$ cat config.mk
export PLATFORM = sky130hd
export DESIGN_NAME = axi_pkt_rr_arbiter
export DESIGN_NICKNAME = d
export VERILOG_FILES = /design/src/rtl/axi_pkt_arb_pkg.sv /design/src/rtl/axi_pkt_rr_arbiter_select.sv /design/src/rtl/axi_pkt_rr_arbiter.sv
export SDC_FILE = /design/constraint.sdc
export NUM_CORES = 1
export LEC_CHECK = 0
export ABC_AREA = 0
export CAP_MARGIN = 20
export CORE_ASPECT_RATIO = 2
export CORE_MARGIN = 2
export CORE_UTILIZATION = 34
export DETAILED_ROUTE_END_ITERATION = 10
export MAX_ROUTING_LAYER = met4
export PLACE_DENSITY = 0.79
export SLEW_MARGIN = 10
export SYNTH_ARGS = -nofsm -noshare
export SYNTH_HDL_FRONTEND = slang
export SYNTH_HIERARCHICAL = 1
export SYNTH_SLANG_ARGS = --single-unit
$ cat constraint.sdc
create_clock -name clk -period 1.9 [get_ports clk]
set_input_delay 0.57 -clock clk [delete_from_list [all_inputs] [get_ports clk]]
set_output_delay 0.57 -clock clk [all_outputs]
set_load 0.1 [all_outputs]
$ cat src/rtl/axi_pkt_arb_pkg.sv
// Shared definitions for the packet round-robin arbiter: FSM encoding and a
// ceil-log2 helper used to validate the port index width.
package axi_pkt_arb_pkg;

  typedef enum logic {
    ST_IDLE = 1'b0,
    ST_LOCK = 1'b1
  } arb_state_e;

  function automatic int log2_ceil(input int n);
    int r;
    r = 0;
    for (int i = 0; i < 31; i++) begin
      if ((1 << i) < n) r = i + 1;
    end
    return r;
  endfunction

endpackage

$ cat src/rtl/axi_pkt_rr_arbiter_select.sv
// Combinational round-robin pick: first requesting port after last_grant_i,
// wrapping modulo NUM_PORTS.
module rr_arb_select
  import axi_pkt_arb_pkg::*;
#(
  parameter int NUM_PORTS  = 4,
  parameter int PORT_WIDTH = 2
) (
  input  logic [NUM_PORTS-1:0]  req_i,
  input  logic [PORT_WIDTH-1:0] last_grant_i,
  output logic                  grant_valid_o,
  output logic [PORT_WIDTH-1:0] grant_idx_o
);

  logic [PORT_WIDTH-1:0] cand;

  // Scan farthest offset first so the nearest requester after last_grant wins.
  always_comb begin
    grant_valid_o = 1'b0;
    grant_idx_o   = '0;
    cand          = '0;
    for (int i = NUM_PORTS; i >= 1; i--) begin
      cand = PORT_WIDTH'((int'(last_grant_i) + i) % NUM_PORTS);
      if (req_i[cand]) begin
        grant_valid_o = 1'b1;
        grant_idx_o   = cand;
      end
    end
  end

endmodule

$ cat src/rtl/axi_pkt_rr_arbiter.sv
// Packet-level round-robin arbiter: N AXI-Stream sources onto one registered
// output, grant held from first beat through tlast, beats tagged with port index.
module axi_pkt_rr_arbiter
  import axi_pkt_arb_pkg::*;
#(
  parameter int NUM_PORTS  = 4,
  parameter int PORT_WIDTH = 2,
  parameter int DATA_WIDTH = 32
) (
  input  logic                            clk,
  input  logic                            sync_reset_n,
  input  logic [NUM_PORTS-1:0]            port_enable,
  input  logic [NUM_PORTS-1:0]            s_axis_tvalid,
  input  logic [NUM_PORTS*DATA_WIDTH-1:0] s_axis_tdata,
  input  logic [NUM_PORTS-1:0]            s_axis_tlast,
  output logic [NUM_PORTS-1:0]            s_axis_tready,
  output logic                            m_axis_tvalid,
  output logic [DATA_WIDTH-1:0]           m_axis_tdata,
  output logic                            m_axis_tlast,
  output logic [PORT_WIDTH-1:0]           m_axis_tuser,
  input  logic                            m_axis_tready,
  output logic                            busy
);

  if (NUM_PORTS < 2 || PORT_WIDTH < log2_ceil(NUM_PORTS)) begin : g_bad_params
    $error("axi_pkt_rr_arbiter: PORT_WIDTH too small for NUM_PORTS");
  end

  arb_state_e            state_q, state_d;
  logic [PORT_WIDTH-1:0] last_grant_q, last_grant_d;
  logic [PORT_WIDTH-1:0] grant_idx_q, grant_idx_d;
  logic                  m_valid_q, m_last_q;
  logic [DATA_WIDTH-1:0] m_data_q;
  logic [PORT_WIDTH-1:0] m_user_q;

  logic [NUM_PORTS-1:0]  req;
  logic                  out_ready, accept;
  logic                  sel_valid;
  logic [PORT_WIDTH-1:0] sel_idx;
  logic [DATA_WIDTH-1:0] gnt_data;
  logic                  gnt_last;

  assign req       = s_axis_tvalid & port_enable;
  assign out_ready = ~m_valid_q | m_axis_tready;
  assign gnt_data  = s_axis_tdata[DATA_WIDTH*int'(grant_idx_q) +: DATA_WIDTH];
  assign gnt_last  = s_axis_tlast[grant_idx_q];

  rr_arb_select #(
    .NUM_PORTS (NUM_PORTS),
    .PORT_WIDTH(PORT_WIDTH)
  ) u_select (
    .req_i        (req),
    .last_grant_i (last_grant_q),
    .grant_valid_o(sel_valid),
    .grant_idx_o  (sel_idx)
  );

  // Handshake: a beat moves on any edge where valid and ready are both high;
  // valid never waits on ready, and the output register refills in the same
  // cycle it drains (out_ready looks through m_axis_tready).
  always_comb begin
    state_d       = state_q;
    last_grant_d  = last_grant_q;
    grant_idx_d   = grant_idx_q;
    s_axis_tready = '0;
    accept        = 1'b0;
    case (state_q)
      ST_IDLE: begin
        if (sel_valid) begin
          grant_idx_d = sel_idx;
          state_d     = ST_LOCK;
        end
      end
      ST_LOCK: begin
        s_axis_tready[grant_idx_q] = out_ready;
        accept = s_axis_tvalid[grant_idx_q] & out_ready;
        if (accept && gnt_last) begin
          last_grant_d = grant_idx_q;
          state_d      = ST_IDLE;
        end
      end
      default: state_d = ST_IDLE;
    endcase
  end

  always_ff @(posedge clk) begin
    if (!sync_reset_n) begin
      state_q      <= ST_IDLE;
      last_grant_q <= PORT_WIDTH'(NUM_PORTS - 1);
      grant_idx_q  <= '0;
      m_valid_q    <= 1'b0;
      m_data_q     <= '0;
      m_last_q     <= 1'b0;
      m_user_q     <= '0;
    end else begin
      state_q      <= state_d;
      last_grant_q <= last_grant_d;
      grant_idx_q  <= grant_idx_d;
      if (accept) begin
        m_valid_q <= 1'b1;
        m_data_q  <= gnt_data;
        m_last_q  <= gnt_last;
        m_user_q  <= grant_idx_q;
      end else if (m_axis_tready) begin
        m_valid_q <= 1'b0;
      end
    end
  end

  assign m_axis_tvalid = m_valid_q;
  assign m_axis_tdata  = m_data_q;
  assign m_axis_tlast  = m_last_q;
  assign m_axis_tuser  = m_user_q;
  assign busy          = (state_q == ST_LOCK);

endmodule

==> impl_metrics.csv, run 1 <==
group,metric,value,unit
detailed_routing,via_count,3272,
floorplan,io_pins,184,
critical_path,arrival,2080,ps
sta,slew_headroom,0.755,
grt,grt_pass1_wl,17600,um
clock_network,clockRootBuffer,"clkbuf_16",
grt,grt_usage,0.245,
detailed_routing,route.detailed.drc,0,
yosys,yosys_warnings,6,
detailed_routing,firstDrtPassIters,4,
detailed_routing,antenna_left,0,
clock_network,clockBufferDepth,2,
run_status,status,"finished clean",
power,p_leak,2.03,nW
sta,setup_viol,0,
detailed_routing,wirelength,11200,um
critical_path,worstSetupStartpointType,"input port",
detailed_routing,drt-initial-drc-count,192,
yosys,seq_area_frac_synth,0.284,
sta,skew,3.08,ps
grt,grt.overflow.total,0,
sta,hold_viol_final,0,
placed_design,hpwl,8400,um
power,netSwitchingPower,0.00127,W
power,p_clk_frac,0.235,
floorplan,core_area,0.00829,mm2
critical_path,worstRegToRegCells,5,
floorplan,num_rows,47,
yosys,syn_area,0.00289,mm2
critical_path,critPathCaptureType,"flip-flop",
hold_path,hold_depth,2,
grt,grt_max_degree,41,
yosys,synth_area_per_cell,9.76,um2
floorplan,fp.dieW,69.2,um
floorplan,die_area,0.00929,mm2
floorplan,die_h,134,um
cells_and_area,finish.utilization,0.686,
sta,period_minus_slack,1860,ps
critical_path,r2r_setup_slack,110,ps
clock_network,cts_made_buffers,5,
sta,timing.hold.ws,565,ps
cells_and_area,syn2layout_area_growth,97.0,%
yosys,synth.net_count,439,
hold_path,hp-class,"flip-flop to flip-flop",
yosys,ys_types,28,
sta,setup_slack,40.1,ps
clock_network,hold_buffers,0,
power,ir_worst_vdd,0.000691,V
placed_design,place.gp.congestion,0.862,
placed_design,place_ws,-363,ps
detailed_routing,wl_per_cell,19.2,um
critical_path,regToRegEndpoint,"m_axis_tdata[20]",
cells_and_area,fin_area,0.00569,mm2
power,intPower,0.00230,W
power,comb_power_share,0.483,
cells_and_area,insertedDiodeCount,0,
detailed_routing,via_per_inst,5.63,
clock_network,insertion_delay,280,ps
yosys,syn-instance-count,296,
placed_design,post_dp_cell_area,0.00538,mm2
power,p_sw_frac,0.356,
yosys,synth-simple-area-share,0.121,
yosys,muxShareOfSynthArea,0.287,
sta,worstMarginPinSlew,367,ps
clock_network,h-tree-depth,2,
hold_path,holdPathEnd,"last_grant_q[0]",
grt,grt_pass1_vias,3519,
flow_run,cap_violations,0,
sta,rsz0062_at_grt,"no",
placed_design,portBuffers,183,
sta,drv_slew,0,
grt,antenna_found_initial,0,
yosys,synth-compound-area-share,0.190,
clock_network,cts_tree,"done",
critical_path,reg2reg_from,"grant_idx_q[0]",
floorplan,start_util,0.348,
yosys,synthXorXnorAreaFrac,0,
yosys,synth_top_family_by_area,"multiplexers",
clock_network,clk_pin_slew,60,ps
hold_path,min_from,"last_grant_q[0]",
clock_network,clock-sinks,41,
critical_path,critPathMaxFanout,8,
critical_path,cp_data_required_time,2120,ps
critical_path,crit_type,"input port to flip-flop",
cells_and_area,drive_gt1_frac,0.286,
yosys,synthAdderAreaFrac,0,
power,power_density,628,mW/mm2
yosys,synth_seq_cells,41,
cells_and_area,fin_nets,626,
power,p_seq_frac,0.282,
sta,finalCritPeriodShare,0.979,
sta,fmax,538,MHz
[cell families after synthesis]
group | count (synthesis)
compound gates | 79
buf+inv | 76
simple gates | 60
flops | 41
mux | 40
[cell usage in the layout, fill, tap and decap left out, drive strengths merged]
master	n
dlygate4sd2	1
a21oi	37
buf	73
nand2	4
clkbuf	7
and2b	1
o221ai	3
nand4	33
mux4	34
bufbuf	2
clkdlybuf4s15	3
o21a	2
nand3	2
nor2b	1
nor2	7
dfxtp	41
mux2i	3
clkinv	1
nand2b	4
inv	39
nor3	2
and2	4
and4	2
a31oi	3
o21ai	1
a31o	33
mux2	3
clkdlybuf4s50	137
[repair_timing]
item / 4_1_cts / 5_1_grt
setup buffers: 4 / 0
endpoints found under the hold margin: 0 / 0
cloned: 4 / 0
pin swaps: 15 / 4
setup endpoints to repair: 37 / 20
gates resized for setup: 12 / 9
[cells in the mapped netlist]
cell	count	area share
nor3_1	2	0.0035
mux2_2	3	0.012
a21oi_2	1	0.0030
o221ai_1	2	0.0061
a31o_1	33	0.10
dfxtp_1	41	0.28
clkbuf_1	20	0.026
buf_1	3	0.0039
a21oi_1	36	0.062
a31oi_1	3	0.0065
nor2_1	7	0.0091
mux2i_1	3	0.010
o221ai_2	1	0.0052
nand3_1	2	0.0035
nand4_1	33	0.071
and2b_1	1	0.0026
nand2b_1	4	0.0087
o21ai_0	1	0.0017
clkinv_1	1	0.0013
nor2b_1	1	0.0022
o21a_1	2	0.0052
nand2_1	4	0.0052
inv_1	39	0.051
mux4_2	34	0.27
buf_6	6	0.023
and4_1	2	0.0061
buf_2	7	0.012
and2_1	4	0.0087
[critical path: stages]
cell	delay [ps]
dlygate4sd2_1	240
mux4_2	500
buf_6	160
bufbuf_16	260
a31o_1	220
a21oi_2	120
[per-layer routing]
metal	global-route usage	part of all wire	vias to the layer above	routed length, um
met3	0.0361	0.046	30	509
li1	-	-	1502	-
met1	0.235	0.32	1600	3560
met2	0.470	0.60	140	6700
met4	0.114	0.036	0	405
met5	-	0	-	0
[stage by stage]
stage	instances	power [W]	TNS (ps)
2_1_floorplan	296	0.00194	-1440
3_3_place_gp	567	0.00261	-12240
3_5_place_dp	567	0.00265	-14050
4_1_cts	582	0.00361	0
5_1_grt	581	0.00370	0
6_report	581	0.00357	0
[power groups by stage]
stage,sequential [W],clock [W],combinational [W]
after floorplan,0.00138,0,0.000563
after global placement,0.00102,0,0.00159
after detailed placement,0.00103,0,0.00162
after CTS,0.00101,0.000861,0.00174
after global routing,0.00102,0.000880,0.00181
final,0.00101,0.000840,0.00173
[state kept, by name, indices dropped and copies added (netlist names)]
name           flops
m_axis_tuser       2
m_axis_tdata      32
busy               1
m_axis_tvalid      1
m_axis_tlast       1
last_grant_q       2
grant_idx_q        2
[how the worst max path moves through the flow]
stage                     slack, ps  cells after the start        startpoint                to
after floorplan                -520                      5     m_axis_tready  s_axis_tready[0]
after global placement         -330                      5     m_axis_tready  s_axis_tready[0]
after detailed placement       -360                      5  s_axis_tvalid[1]  m_axis_tdata[24]
after CTS                         6                      3    grant_idx_q[1]  s_axis_tready[3]
after global routing              3                      6  s_axis_tvalid[0]  m_axis_tdata[20]
final                            40                      6  s_axis_tvalid[0]  m_axis_tdata[20]
[layout make-up]
type | instances | area (um2)
Clock buffer | 7 | 143
Sequential cell | 41 | 833
Fill cell | 632 | 2600
Tap cell | 98 | 123
Multi-Input combinational cell | 179 | 1820
Timing Repair Buffer | 216 | 2620
Inverter | 40 | 150
No activity file was read; power rests on OpenSTA's default activity.
==> run 2, diff against run 1 <==
--- a/config.mk
+++ b/config.mk
@@ -6,13 +6,15 @@
 export NUM_CORES = 1
 export LEC_CHECK = 0
 export ABC_AREA = 0
+export ABC_CLOCK_PERIOD_IN_PS = 1900
 export CAP_MARGIN = 20
 export CORE_ASPECT_RATIO = 2
 export CORE_MARGIN = 2
 export CORE_UTILIZATION = 34
 export DETAILED_ROUTE_END_ITERATION = 10
 export MAX_ROUTING_LAYER = met4
-export PLACE_DENSITY = 0.79
+export PLACE_DENSITY = 0.78
+export SETUP_SLACK_MARGIN = 0.1
 export SLEW_MARGIN = 10
 export SYNTH_ARGS = -nofsm -noshare
 export SYNTH_HDL_FRONTEND = slang
==> run 2 against run 1 <==
- maximum frequency rose by 4.8%
- die area did not move
- utilization rose by 1.1 points
- global-route usage fell by 0.88 points
- total power rose by 0.33%
- critical endpoint is now s_axis_tready[0]
- worst setup slack improved by 85 ps
- largest cell class unchanged
- first-iteration DRC count fell by 25%
- non-clock buffer count rose by 3
- critical path depth fell by 3
==> impl_metrics.csv, run 2 (synthesized netlist as in run 1, its figures left out) <==
group,metric,value,unit
cells_and_area,drive_gt1_frac,0.298,
cells_and_area,syn2layout_area_growth,100,%
power,netSwitchingPower,0.00127,W
sta,drv_slew,0,
power,p_total,0.00358,W
critical_path,cp_data_required_time,1330,ps
sta,finalSetupTns,0,ps
hold_path,hold_depth,2,
detailed_routing,firstDrtPassIters,4,
clock_network,clk_pin_slew,60,ps
critical_path,r2r_setup_slack,140,ps
placed_design,dpl.cell_count,560,
power,p_seq_frac,0.282,
detailed_routing,wirelength,10900,um
critical_path,arrival,1200,ps
detailed_routing,via_count,3209,
critical_path,regToRegEndpoint,"m_axis_tdata[16]",
floorplan,start_util,0.348,
critical_path,critPathCaptureType,"output pin",
floorplan,die_area,0.00929,mm2
detailed_routing,wl_per_cell,18.7,um
cells_and_area,stdcell_count,585,
grt,grt_usage,0.237,
clock_network,clock-sinks,41,
grt,grt.overflow.total,0,
power,power_density,620,mW/mm2
power,ir_worst_vdd,0.000466,V
detailed_routing,via_per_inst,5.49,
cells_and_area,fillers,604,
cells_and_area,insertedDiodeCount,0,
floorplan,io_pins,184,
flow_run,cap_violations,0,
clock_network,cts_made_buffers,5,
floorplan,core_area,0.00829,mm2
critical_path,worstSetupStartpointType,"flip-flop",
critical_path,crit_type,"flip-flop to output pin",
sta,rsz0062_at_grt,"yes",
cells_and_area,final_common_cell,"clkdlybuf4s50_1",
sta,hold_viol_final,0,
sta,skew,6.36,ps
floorplan,die_h,134,um
sta,slew_headroom,0.756,
critical_path,cp-startpoint,"grant_idx_q[0]",
clock_network,hold_buffers,0,
cells_and_area,fin_nets,629,
cells_and_area,final_cell_mix,"clkdlybuf4s50_1, buf_12, inv_1, dfxtp_1, mux4_2",
power,comb_power_share,0.496,
clock_network,clockRootBuffer,"clkbuf_16",
power,p_leak,2.07,nW
detailed_routing,antenna_left,0,
grt,antenna_found_initial,0,
clock_network,cts_tree,"done",
grt,grt_pass1_wl,16900,um
detailed_routing,drt-initial-drc-count,144,
cells_and_area,largest_reg_flops,32,
hold_path,hp-class,"flip-flop to flip-flop",
floorplan,num_rows,47,
clock_network,insertion_delay,270,ps
sta,setup_viol,0,
sta,finalCritPeriodShare,0.934,
grt,grt_max_degree,44,
run_status,status,"finished clean",
placed_design,place.gp.congestion,0.869,
critical_path,critPathMaxFanout,6,
sta,worstMarginPinSlew,367,ps
power,p_clk_frac,0.222,
grt,grt_pass1_vias,3370,
floorplan,fp.dieW,69.2,um
sta,period_minus_slack,1770,ps
clock_network,clockBufferDepth,2,
clock_network,h-tree-depth,2,
critical_path,reg2reg_from,"grant_idx_q[0]",
detailed_routing,route.detailed.drc,0,
power,p_sw_frac,0.353,
power,intPower,0.00232,W
placed_design,hpwl,8030,um
critical_path,worstSetupEndpoint,"s_axis_tready[0]",
critical_path,worstRegToRegCells,5,
placed_design,portBuffers,183,
sta,fmax,563,MHz
[run 2: layout make-up]
class,count,area (um2),share of cell area
well taps,98,123,0.0212
flip-flops and latches,41,833,0.144
inverters,40,150,0.0260
clock buffers,8,136,0.0236
multi-input cells,179,1820,0.315
repair buffers,219,2720,0.470
[run 2: how the worst min path moves through the flow]
stage | start | endpoint
3_3_place_gp | last_grant_q[0] | last_grant_q[0]
6_report | last_grant_q[0] | last_grant_q[0]
2_1_floorplan | last_grant_q[0] | last_grant_q[0]
3_5_place_dp | last_grant_q[0] | last_grant_q[0]
5_1_grt | m_axis_tdata[20] | m_axis_tdata[20]
4_1_cts | last_grant_q[0] | last_grant_q[0]
[run 2: what timing repair did]
item | in CTS | in global routing
pin swaps | 23 | 8
setup buffers | 6 | 4
setup endpoints to repair | 42 | 41
gates resized for setup | 18 | 16
gates cloned | 5 | 2
[run 2: critical path, stage by stage, from the launching register on]
cell and delay [ps]:
dfxtp_4 380, buf_12 140, nor3_4 200, buf_12 200
[run 2: power groups by stage]
stage	Combinational [W]	Clock, W	Sequential (W)
after CTS	0.00173	0.000822	0.00101
final	0.00178	0.000795	0.00101
after global placement	0.00157	0	0.00103
after floorplan	0.000563	0	0.00138
after detailed placement	0.00159	0	0.00103
after global routing	0.00186	0.000850	0.00102
[run 2: per-stage QoR]
stage / setup slack, ps / utilization / hold WS [ps] / area (um2)
detailed placement: -372 / 0.643 / 537 / 5330
global placement: -337 / 0.643 / 528 / 5330
finish: 125 / 0.697 / 547 / 5780
global route: 76.9 / 0.697 / 588 / 5780
floorplan: -515 / - / 509 / 3000
CTS: 61.0 / 0.685 / 545 / 5680
[run 2: metal layers]
layer | vias up | wire length, um | GRT usage
met5 | - | 0 | -
met4 | 0 | 396 | 0.115
met3 | 26 | 413 | 0.0293
met2 | 121 | 6430 | 0.442
met1 | 1550 | 3700 | 0.238
li1 | 1512 | - | -
